[config.mk]
export PLATFORM = sky130hd
export DESIGN_NAME = axi_slave_wr_arbiter
export DESIGN_NICKNAME = d
export VERILOG_FILES = /design/src/rtl/axi_ic_pkg.sv /design/src/rtl/axi_slave_wr_arbiter_rr_pick.sv /design/src/rtl/axi_slave_wr_arbiter.sv
export SDC_FILE = /design/constraint.sdc
export NUM_CORES = 1
export LEC_CHECK = 0
export ABC_AREA = 1
export CAP_MARGIN = 0
export CORE_AREA = 8 8 145 147
export CTS_CLUSTER_DIAMETER = 60
export DETAILED_ROUTE_END_ITERATION = 16
export DIE_AREA = 0 0 153 155
export PLACE_DENSITY_LB_ADDON = 0.15
export SLEW_MARGIN = 30
export SYNTH_ARGS = -nofsm -noshare
export SYNTH_HDL_FRONTEND = slang
export SYNTH_SLANG_ARGS = --single-unit
export TNS_END_PERCENT = 100
[constraint.sdc]
create_clock -name ACLK -period 2.95 [get_ports ACLK]
set_input_delay 0.4425 -clock ACLK [delete_from_list [all_inputs] [get_ports ACLK]]
set_output_delay 0.4425 -clock ACLK [all_outputs]
set_load 0.02 [all_outputs]
[src/rtl/axi_ic_pkg.sv]
// Shared types and constants for the 4x4 AXI interconnect.
// Used by the per-slave read and write arbiters.
package axi_ic_pkg;

  typedef enum logic [1:0] {
    IDLE,
    ADDR,
    DATA,
    RESP
  } wr_arb_state_e;

  localparam logic [1:0] OKAY   = 2'b00;
  localparam logic [1:0] EXOKAY = 2'b01;
  localparam logic [1:0] SLVERR = 2'b10;
  localparam logic [1:0] DECERR = 2'b11;

  localparam int SEL_MSB = 31;
  localparam int SEL_LSB = 28;

endpackage

[src/rtl/axi_slave_wr_arbiter_rr_pick.sv]
// Rotating-priority search: first set request at or after i_ptr.
// Shared with the read-channel arbiter.
module rr_pick #(
  parameter int N = 4,
  localparam int PW = (N > 1) ? $clog2(N) : 1
) (
  input  logic [N-1:0]  i_req,
  input  logic [PW-1:0] i_ptr,
  output logic [N-1:0]  o_winner,
  output logic          o_found
);

  // Walk offsets from far to near so the nearest request wins.
  always_comb begin
    o_winner = '0;
    for (int k = N - 1; k >= 0; k--) begin
      if (i_req[(int'(i_ptr) + k) % N]) begin
        o_winner = '0;
        o_winner[(int'(i_ptr) + k) % N] = 1'b1;
      end
    end
  end

  assign o_found = |i_req;

endmodule

[src/rtl/axi_slave_wr_arbiter.sv]
// Per-slave AXI4 write arbiter: round-robin grant held AW through B,
// one outstanding write per slave.
module axi_slave_wr_arbiter
  import axi_ic_pkg::*;
#(
  parameter int NUM_MASTERS = 4,
  parameter int ADDR_W      = 32,
  parameter int DATA_W      = 32,
  parameter int ID_W        = 4,
  parameter int SLAVE_IDX   = 0
) (
  input  logic                          ACLK,
  input  logic                          ARESETn,
  input  logic [NUM_MASTERS-1:0]        m_awvalid,
  input  logic [NUM_MASTERS*ADDR_W-1:0] m_awaddr,
  input  logic [NUM_MASTERS*ID_W-1:0]   m_awid,
  output logic [NUM_MASTERS-1:0]        m_awready,
  input  logic [NUM_MASTERS-1:0]        m_wvalid,
  input  logic [NUM_MASTERS*DATA_W-1:0] m_wdata,
  input  logic [NUM_MASTERS-1:0]        m_wlast,
  output logic [NUM_MASTERS-1:0]        m_wready,
  output logic [NUM_MASTERS-1:0]        m_bvalid,
  output logic [ID_W-1:0]               m_bid,
  output logic [1:0]                    m_bresp,
  input  logic [NUM_MASTERS-1:0]        m_bready,
  output logic                          s_awvalid,
  output logic [ADDR_W-1:0]             s_awaddr,
  output logic [ID_W-1:0]               s_awid,
  input  logic                          s_awready,
  output logic                          s_wvalid,
  output logic [DATA_W-1:0]             s_wdata,
  output logic                          s_wlast,
  input  logic                          s_wready,
  input  logic                          s_bvalid,
  input  logic [ID_W-1:0]               s_bid,
  input  logic [1:0]                    s_bresp,
  output logic                          s_bready,
  output logic [NUM_MASTERS-1:0]        grant,
  output logic                          busy
);

  localparam int PW = (NUM_MASTERS > 1) ? $clog2(NUM_MASTERS) : 1;
  localparam int SW = SEL_MSB - SEL_LSB + 1;
  localparam logic [SW-1:0] SEL = SW'(SLAVE_IDX);
  localparam logic [PW-1:0] LAST = PW'(NUM_MASTERS - 1);

  logic [NUM_MASTERS-1:0] w_req;
  logic [NUM_MASTERS-1:0] w_win;
  logic                   w_found;
  logic [PW-1:0]          w_win_idx;

  wr_arb_state_e          r_state;
  logic [NUM_MASTERS-1:0] r_grant;
  logic [PW-1:0]          r_gidx;
  logic [PW-1:0]          r_ptr;
  logic                   r_busy;

  always_comb begin
    w_req = '0;
    for (int i = 0; i < NUM_MASTERS; i++) begin
      w_req[i] = m_awvalid[i] &&
        (m_awaddr[i*ADDR_W + SEL_LSB +: SW] == SEL);
    end
  end

  rr_pick #(
    .N (NUM_MASTERS)
  ) u_pick (
    .i_req    (w_req),
    .i_ptr    (r_ptr),
    .o_winner (w_win),
    .o_found  (w_found)
  );

  always_comb begin
    w_win_idx = '0;
    for (int i = 0; i < NUM_MASTERS; i++) begin
      if (w_win[i]) w_win_idx = PW'(i);
    end
  end

  // Payloads follow the latched owner; only valids/readies are gated.
  assign s_awaddr = m_awaddr[r_gidx*ADDR_W +: ADDR_W];
  assign s_awid   = m_awid[r_gidx*ID_W +: ID_W];
  assign s_wdata  = m_wdata[r_gidx*DATA_W +: DATA_W];
  assign s_wlast  = m_wlast[r_gidx];
  assign m_bid    = s_bid;
  assign m_bresp  = s_bresp;

  always_comb begin
    s_awvalid = 1'b0;
    s_wvalid  = 1'b0;
    s_bready  = 1'b0;
    m_awready = '0;
    m_wready  = '0;
    m_bvalid  = '0;
    unique case (r_state)
      ADDR: begin
        s_awvalid         = m_awvalid[r_gidx];
        m_awready[r_gidx] = s_awready;
      end
      DATA: begin
        s_wvalid         = m_wvalid[r_gidx];
        m_wready[r_gidx] = s_wready;
      end
      RESP: begin
        s_bready         = m_bready[r_gidx];
        m_bvalid[r_gidx] = s_bvalid;
      end
      default: ;
    endcase
  end

  always_ff @(posedge ACLK or posedge ARESETn) begin
    if (ARESETn) begin
      r_state <= IDLE;
      r_grant <= '0;
      r_gidx  <= '0;
      r_ptr   <= '0;
      r_busy  <= 1'b0;
    end else begin
      unique case (r_state)
        IDLE: if (w_found) begin
          r_state <= ADDR;
          r_grant <= w_win;
          r_gidx  <= w_win_idx;
          r_busy  <= 1'b1;
        end
        ADDR: if (s_awvalid && s_awready) r_state <= DATA;
        DATA: if (s_wvalid && s_wready && s_wlast) r_state <= RESP;
        RESP: if (s_bvalid && s_bready) begin
          r_state <= IDLE;
          r_grant <= '0;
          r_busy  <= 1'b0;
          r_ptr   <= (r_gidx == LAST) ? '0 : r_gidx + 1'b1;
        end
        default: r_state <= IDLE;
      endcase
    end
  end

  assign grant = r_grant;
  assign busy  = r_busy;

endmodule

==> flow_summary.toml, run 1 <==
[floorplanning]
io_pins = 394
initial_core_util = 0.165
die_h_um = 155
die_x_um = 153
rows = 51
core_area_um2 = 19000
die_area_um2 = 23700

[sta]
maxSlewHeadroom = 0.684
worst_slack_ps = 272
finalHoldViolCount = 0
maxSlewViolCount = 0
clock_skew_ps = 0.899
setup_violations = 0
finalSetupTns_ps = 0
grt_setup_unrepaired = "no"
worstMarginPinSlew_ps = 474
fin_crit_sh = 0.908
fin_crit_ps = 2680
fmaxAchievable_mhz = 373

[routing]
num_vias = 5356
drt-initial-drc-count = 248
drc = 0
routed_wl_um = 23000
drt_pass1_iterations = 4
post_drt_wl_per_cell_um = 19.7
ant_nets = 0
viasPerCell = 4.58

[hold_path]
worstHoldPathType = "flop to flop"
min_path_cells = 2

[logic_synthesis]
synth_cell_types = 30
ys.warnings.count = 0
ys_top_cells_by_area = "o21ai_0, nor2_1, o22ai_1, dfrtp_1, ha_1"
synthCells = 589
async_flop_share = 1.00
netlist.area_leader.share = 0.208
yosysMostFrequentCell = "nor2_1"
postSynthAreaPerCell_um2 = 5.31
syn_nets = 904
ys_seq_area_frac = 0.0880
mappedNetlistArea_um2 = 3130
synth-edff-count = 0
yosysTopAreaCell = "o21ai_0"
synth_seq_cells = 11
synth_top_cells_by_count = "nor2_1, o21ai_0, o22ai_1"
synth_flop_cell = "dfrtp_1"

[pwr]
cellLeakagePower_nw = 2.72
seqPwrFrac = 0.046
powerDensity_nw_per_um2 = 923
power_frac_clock = 0.037
sw_frac_of_total = 0.551
p_int_mw = 2.98
p_sw_mw = 3.66
pwr-share-comb = 0.916
ir_drop_uv = 582

[setup_path]
crit_start = "r_gidx[0]"
worstSetupPathType = "flop to output port"
r2r_slack_ps = 720
start_kind = "flop"
required_ps = 2510
worstRegToRegCells = 10
reg2reg_to = "r_gidx[0]"
endpoint_kind = "output port"
endpoint = "s_wvalid"
path_max_fanout = 62
r2r-start = "r_ptr[0]"
worstPathArrival_ps = 2240

[job]
max_cap_viol_count = 0

[run_status]
status = "complete, no violations"

[clock_network]
cts_inserted_buffers = 3
postCtsSetupBuffers = 0
insertion_delay_ps = 240
clkSinkCount = 11
clkSlewWorstSetupHoldPaths_ps = 40
cts_resized = 0
cts_max_path_buffers = 2
cts_root_buffer = "clkbuf_16"
hold_buffers = 0
htreeDepth = 1
cts_tree = "built"

[place]
pre_cts_slack_ps = 511
hpwlAfterDp_um = 18600
numPortBuffers = 381
routabilityCongestion = 0.840

[grt]
grt_pass1_vias = 5533
grt_max_degree = 97
groute.usage.overall = 0.182
grt_pass1_wl_um = 34100
antenna_found_initial = 2
overflow = 0

[finish]
syn2layout_area_growth_pct = 130
layout-drive-gt1-share = 0.0280
fin_util = 0.380
nFillCells = 2045
nets = 1246
[power groups by stage]
stage	Combinational, mW	Clock, mW	Sequential (mW)
floorplan	3.33	0	0.319
global placement	6.17	0	0.311
detailed placement	6.13	0	0.312
CTS	6.17	0.255	0.309
global route	6.63	0.263	0.321
finish	6.09	0.249	0.307
[per-stage QoR]
stage               area (um^2)  power [mW]  instances  hold slack (ps)
floorplan                  3130        3.65        589              295
CTS                        7200        6.74       1168              476
global route               7200        7.21       1169              510
finish                     7200        6.64       1169              467
detailed placement         7120        6.45       1164              475
global placement           7120        6.48       1164              468
[sequential cells by signal, summed over array words and instances, names as in the netlist]
name and count:
grant 4, r_gidx 2, r_ptr 2, r_state 2, busy 1
[worst max-delay path, stage by stage (launching register included)]
cell and delay (ps):
dfrtp_4 510, inv_4 90, buf_12 250, nand2_1 110, a221oi_2 340, clkdlybuf4s50_1 670
[kinds of logic (layout without fill, tap and decap cells)]
group	after synthesis	count (layout)	share of synthesized area
fa+ha+maj	16	16	0.0640
simple gates	243	243	0.313
other cells	0	1	0
compound gates	234	234	0.415
buf+inv	85	426	0.120
flops	11	11	0.0880
[layout make-up]
cell class	instances	area, um^2	share of cell area
repair buffers	390	3940	0.548
multi-input cells	493	2470	0.344
well taps	238	298	0.0414
flip-flops and latches	11	280	0.0389
inverters	32	123	0.0170
clock buffers	4	78.8	0.0110
diodes	1	2.50	0.000348
[how the worst min path moves through the flow]
stage                        from  endpoint
after floorplan           ARESETn      busy
after global placement       busy      busy
after detailed placement     busy      busy
after CTS                    busy      busy
after global routing         busy      busy
final                        busy      busy
[per-layer routing]
metal  GRT usage  vias to the layer above  routed length (um)
met5           0                        -                  13
met4      0.0476                        2                 537
met3      0.0544                       29                1940
met2       0.325                      240               11100
met1       0.209                     2359                9400
li1            -                     2726                   -
[cell usage in the layout, fill, tap and decap left out, types with 2 or more instances in the layout]
master	count
o22ai_1	69
dfrtp_1	9
a21oi_2	2
inv_1	27
nand2_1	39
a21oi_1	7
clkbuf_16	3
buf_4	5
nand3_1	23
ha_1	16
clkdlybuf4s50_1	380
o21ai_0	130
buf_12	5
nor2_1	168
o21ai_1	20
nand4_1	9
inv_2	3
Note: power is estimated with default switching activity, not from simulation.
==> inputs of run 2 (changes only) <==
- CORE_AREA: 8 8 145 147 -> 8 8 146 148
- DIE_AREA: 0 0 153 155 -> 0 0 154 156
- DONT_BUFFER_PORTS: not set -> 1
==> run 2 against run 1 <==
Against the previous run: final cell count down 26%; register-to-register slack better by 150 ps; non-clock buffer count down 302; clock skew up 4.0 ps.
==> flow_summary.toml, run 2 (same netlist as run 1, synthesis figures left out) <==
[finish]
layout-drive-gt1-share = 0.166
largest_register_ffs = 4
syn2layout_area_growth_pct = 27.2
fin_area_um2 = 3980
mostFrequentLayoutCells = "nor2_1, o21ai_0, buf_4, o22ai_1, nand2_1"
antenna_cells = 0
fin_util = 0.208
layout_commonest_cell = "nor2_1"
nets = 944

[sta]
clock_skew_ps = 4.90
fmaxAchievable_mhz = 437
fin_crit_ps = 2290
setup_violations = 0
worst_slack_ps = 659
fin_crit_sh = 0.777
maxSlewViolCount = 0
grt_setup_unrepaired = "no"
finalSetupTns_ps = 0
finalHoldViolCount = 0
maxSlewHeadroom = 0.686
worstMarginPinSlew_ps = 469

[setup_path]
crit_path_cell_trace = "inv_4 -> buf_12 -> buf_4 -> nor2_1 -> o22ai_1 -> buf_4"
cpMostUsedCell = "buf_4"
endpoint_kind = "output port"
max_stage_delay_ps = 520
path_max_fanout = 44
required_ps = 2510
crit_slowest_cell = "dfrtp_4"
worstSetupPathType = "flop to output port"
start_kind = "flop"
worstPathArrival_ps = 1850
r2r_slack_ps = 870

[place]
numPortBuffers = 0
hpwlAfterDp_um = 16300
routabilityCongestion = 0.926
dpl-instance-area_um2 = 3900
pre_cts_slack_ps = 898

[pwr]
ir_drop_uv = 522
total_power_mw = 5.95
cellLeakagePower_nw = 1.63
powerDensity_nw_per_um2 = 1500

[routing]
viasPerCell = 5.40
post_drt_wl_per_cell_um = 22.6
drt-initial-drc-count = 377
drt_pass1_iterations = 6
routed_wl_um = 19500
drc = 0
num_vias = 4676
ant_nets = 0

[job]
max_cap_viol_count = 0

[floorplanning]
initial_core_util = 0.164
core_area_um2 = 19100
die_area_um2 = 24000
die_x_um = 154
rows = 51
io_pins = 394
die_h_um = 156

[clock_network]
cts_max_path_buffers = 2
insertion_delay_ps = 240
htreeDepth = 1
hold_buffers = 0
clkSlewWorstSetupHoldPaths_ps = 50
postCtsSetupBuffers = 0
cts_tree = "built"
cts_inserted_buffers = 3
cts_root_buffer = "clkbuf_16"
clkSinkCount = 11
cts_resized = 0

[hold_path]
worstHoldPathType = "input port to asynchronous set/reset pin"

[grt]
antenna_found_initial = 0
grt_pass1_vias = 4532
overflow = 0
grt_max_degree = 79
grt_pass1_wl_um = 27600
groute.usage.overall = 0.145

[run_status]
status = "complete, no violations"
[run 2: worst paths after layout]
path | cells after the start | start | to
max | 6 | r_gidx[0] | s_awaddr[15]
max in group asynchronous | 1 | ARESETn | r_gidx[0]
min in group ACLK | 2 | s_bvalid | r_ptr[1]
min reg2reg | 2 | r_state[0] | r_state[0]
min | 1 | ARESETn | grant[2]
max reg2reg | 10 | r_ptr[0] | r_gidx[0]
[run 2: area by class of cell]
type | instances | area [um^2]
timing repair buffer | 88 | 723
multi-input combinational | 493 | 2470
sequential | 11 | 280
inverter | 32 | 123
fill | 2211 | 15100
clock buffer | 4 | 78.8
tap | 238 | 298
[run 2: worst max-delay path, delay by kind of cell, from the launching register on]
family | cells | cell delay, ps
buf+inv | 4 | 780
flops | 1 | 520
compound gates | 1 | 190
simple gates | 1 | 80
[run 2: per-layer routing]
metal	routed length, um	GRT usage	part of all wire	up-vias
met5	0	0	0	-
met4	337	0.0275	0.017	0
met1	7440	0.169	0.38	2188
met2	9500	0.257	0.49	342
met3	2280	0.0452	0.12	27
li1	-	-	-	2119
[run 2: through the flow]
stage                     hold slack, ps  std cells
after floorplan                      295        589
after global placement               369        862
after detailed placement             376        862
after CTS                            120        866
after global routing                 145        866
final                               96.9        866
[run 2: power breakdown]
part           leakage [nW]  switching, mW  internal, mW
clock                0.0382         0.0698         0.182
combinational          1.45           3.44          1.90
sequential            0.137          0.126         0.226
==> inputs of run 3 (changes only) <==
- clock period: 2.95 -> 2 ns (I/O delays scaled with it)
==> run 3 against run 2 <==
Against the previous run: non-clock buffer count up 36; highest routed layer unchanged; worst hold slack better by 170 ps; core utilization up 3.2 points; register-to-register slack worse by 720 ps; final area up 15%; wire length up 14%.
==> flow_summary.toml, run 3 (same netlist as run 1, synthesis figures left out) <==
[clock_network]
cts_tree = "built"
insertion_delay_ps = 240
clkSinkCount = 11
cts_inserted_buffers = 3
cts_max_path_buffers = 2
clkSlewWorstSetupHoldPaths_ps = 40
htreeDepth = 1
cts_root_buffer = "clkbuf_16"

[grt]
grt_pass1_wl_um = 30300
grt_max_degree = 51
groute.usage.overall = 0.162
overflow = 0
grt_pass1_vias = 4809
antenna_found_initial = 3

[setup_path]
crit_slowest_cell = "dfrtp_4"
cp_num_buf_inv = 3
worstPathArrival_ps = 1660
max_stage_delay_ps = 550
worstSetupPathType = "flop to output port"
critical-path-top-delay-family = "flip-flops"
required_ps = 1700
path_max_fanout = 34
crit_path_cell_trace = "buf_8 -> buf_16 -> o21ai_0 -> o22ai_1 -> buf_4"
start_kind = "flop"
endpoint_kind = "output port"

[floorplanning]
core_area_um2 = 19100
die_x_um = 154
die_h_um = 156
initial_core_util = 0.164
rows = 51
io_pins = 394
die_area_um2 = 24000

[pwr]
powerDensity_nw_per_um2 = 2230
p_sw_mw = 5.89
sw_frac_of_total = 0.576
pwr-share-comb = 0.914
seqPwrFrac = 0.050
cellLeakagePower_nw = 1.92
ir_drop_uv = 749
power_frac_clock = 0.036
p_int_mw = 4.34

[routing]
num_vias = 4831
viasPerCell = 5.34
post_drt_wl_per_cell_um = 24.6
routed_wl_um = 22200
drt_pass1_iterations = 5
drc = 0
ant_nets = 0
drt-initial-drc-count = 425

[sta]
finalHoldViolCount = 0
fin_crit_sh = 0.979
maxSlewViolCount = 0
clock_skew_ps = 0.500
setup_violations = 0
maxSlewHeadroom = 0.703
fin_crit_ps = 1960
fmaxAchievable_mhz = 511
worstMarginPinSlew_ps = 445
grt_setup_unrepaired = "yes"
hold_ws_ps = 266

[finish]
layout-drive-gt1-share = 0.232
multi_input_area_um2 = 2550
regArea_um2 = 280
nFillCells = 2206
fin_util = 0.241
syn2layout_area_growth_pct = 46.8
nets = 980
mostFrequentLayoutCells = "nor2_1, o21ai_0, buf_4, o22ai_1, nand2_1"
largest_register_ffs = 4
layout_commonest_cell = "nor2_1"

[place]
numPortBuffers = 0
routabilityCongestion = 0.957
hpwlAfterDp_um = 17100

[hold_path]
worstHoldPathType = "input port to flop"

[job]
max_cap_viol_count = 0

[run_status]
status = "complete, no violations"
run 3: final timing paths:
check / startpoint / to / slack, ps / cells past startpoint
worst max register to register: r_ptr[0] / r_gidx[0] / 150 / 12
worst min register to register: busy / busy / 620 / 2
worst max-delay path: r_gidx[0] / s_awaddr[3] / 40 / 5
min in group asynchronous: ARESETn / r_state[1] / 520 / 2
worst min-delay path: s_bvalid / r_ptr[0] / 270 / 2
max in group asynchronous: ARESETn / r_gidx[0] / 1140 / 2
run 3: layer usage:
layer,GRT usage,wire (um)
met1,0.193,8800
met4,0.0453,498
met5,0,0
met2,0.275,10600
met3,0.0490,2390
run 3: through the flow:
step | cell area [um^2] | total power, mW | std cells | setup TNS [ps] | worst slack, ps
after floorplan | 3130 | 5.38 | 589 | 0 | 16.9
after global placement | 4080 | 8.66 | 881 | 0 | 91.9
after detailed placement | 4080 | 8.73 | 881 | 0 | 57.6
after CTS | 4400 | 9.79 | 894 | -6.50 | -6.50
after global routing | 4590 | 10.9 | 904 | -20.8 | -9.98
final | 4590 | 10.2 | 904 | 0 | 42.3
run 3: repair_timing:
action | in CTS | in global routing
pin swaps | 1 | 12
hold endpoints to repair | 11 | 0
cloned | 4 | 4
setup endpoints to repair | 43 | 39
hold buffers | 1 | 0
resized for setup | 18 | 33
setup buffers | 4 | 5
run 3: final cells by class:
| type | instances | share of cell area |
|---|---|---|
| diodes | 2 | 0.00109 |
| clock buffers | 4 | 0.0172 |
| inverters | 32 | 0.0289 |
| multi-input cells | 493 | 0.556 |
| flip-flops and latches | 11 | 0.0611 |
| well taps | 238 | 0.0649 |
| repair buffers | 124 | 0.270 |
run 3: power groups by stage:
stage | registers [mW] | logic [mW] | clock network, mW
final | 0.514 | 9.35 | 0.364
after global routing | 0.530 | 10.0 | 0.383
after CTS | 0.502 | 8.92 | 0.372
after detailed placement | 0.496 | 8.23 | 0
after global placement | 0.497 | 8.16 | 0
after floorplan | 0.470 | 4.91 | 0
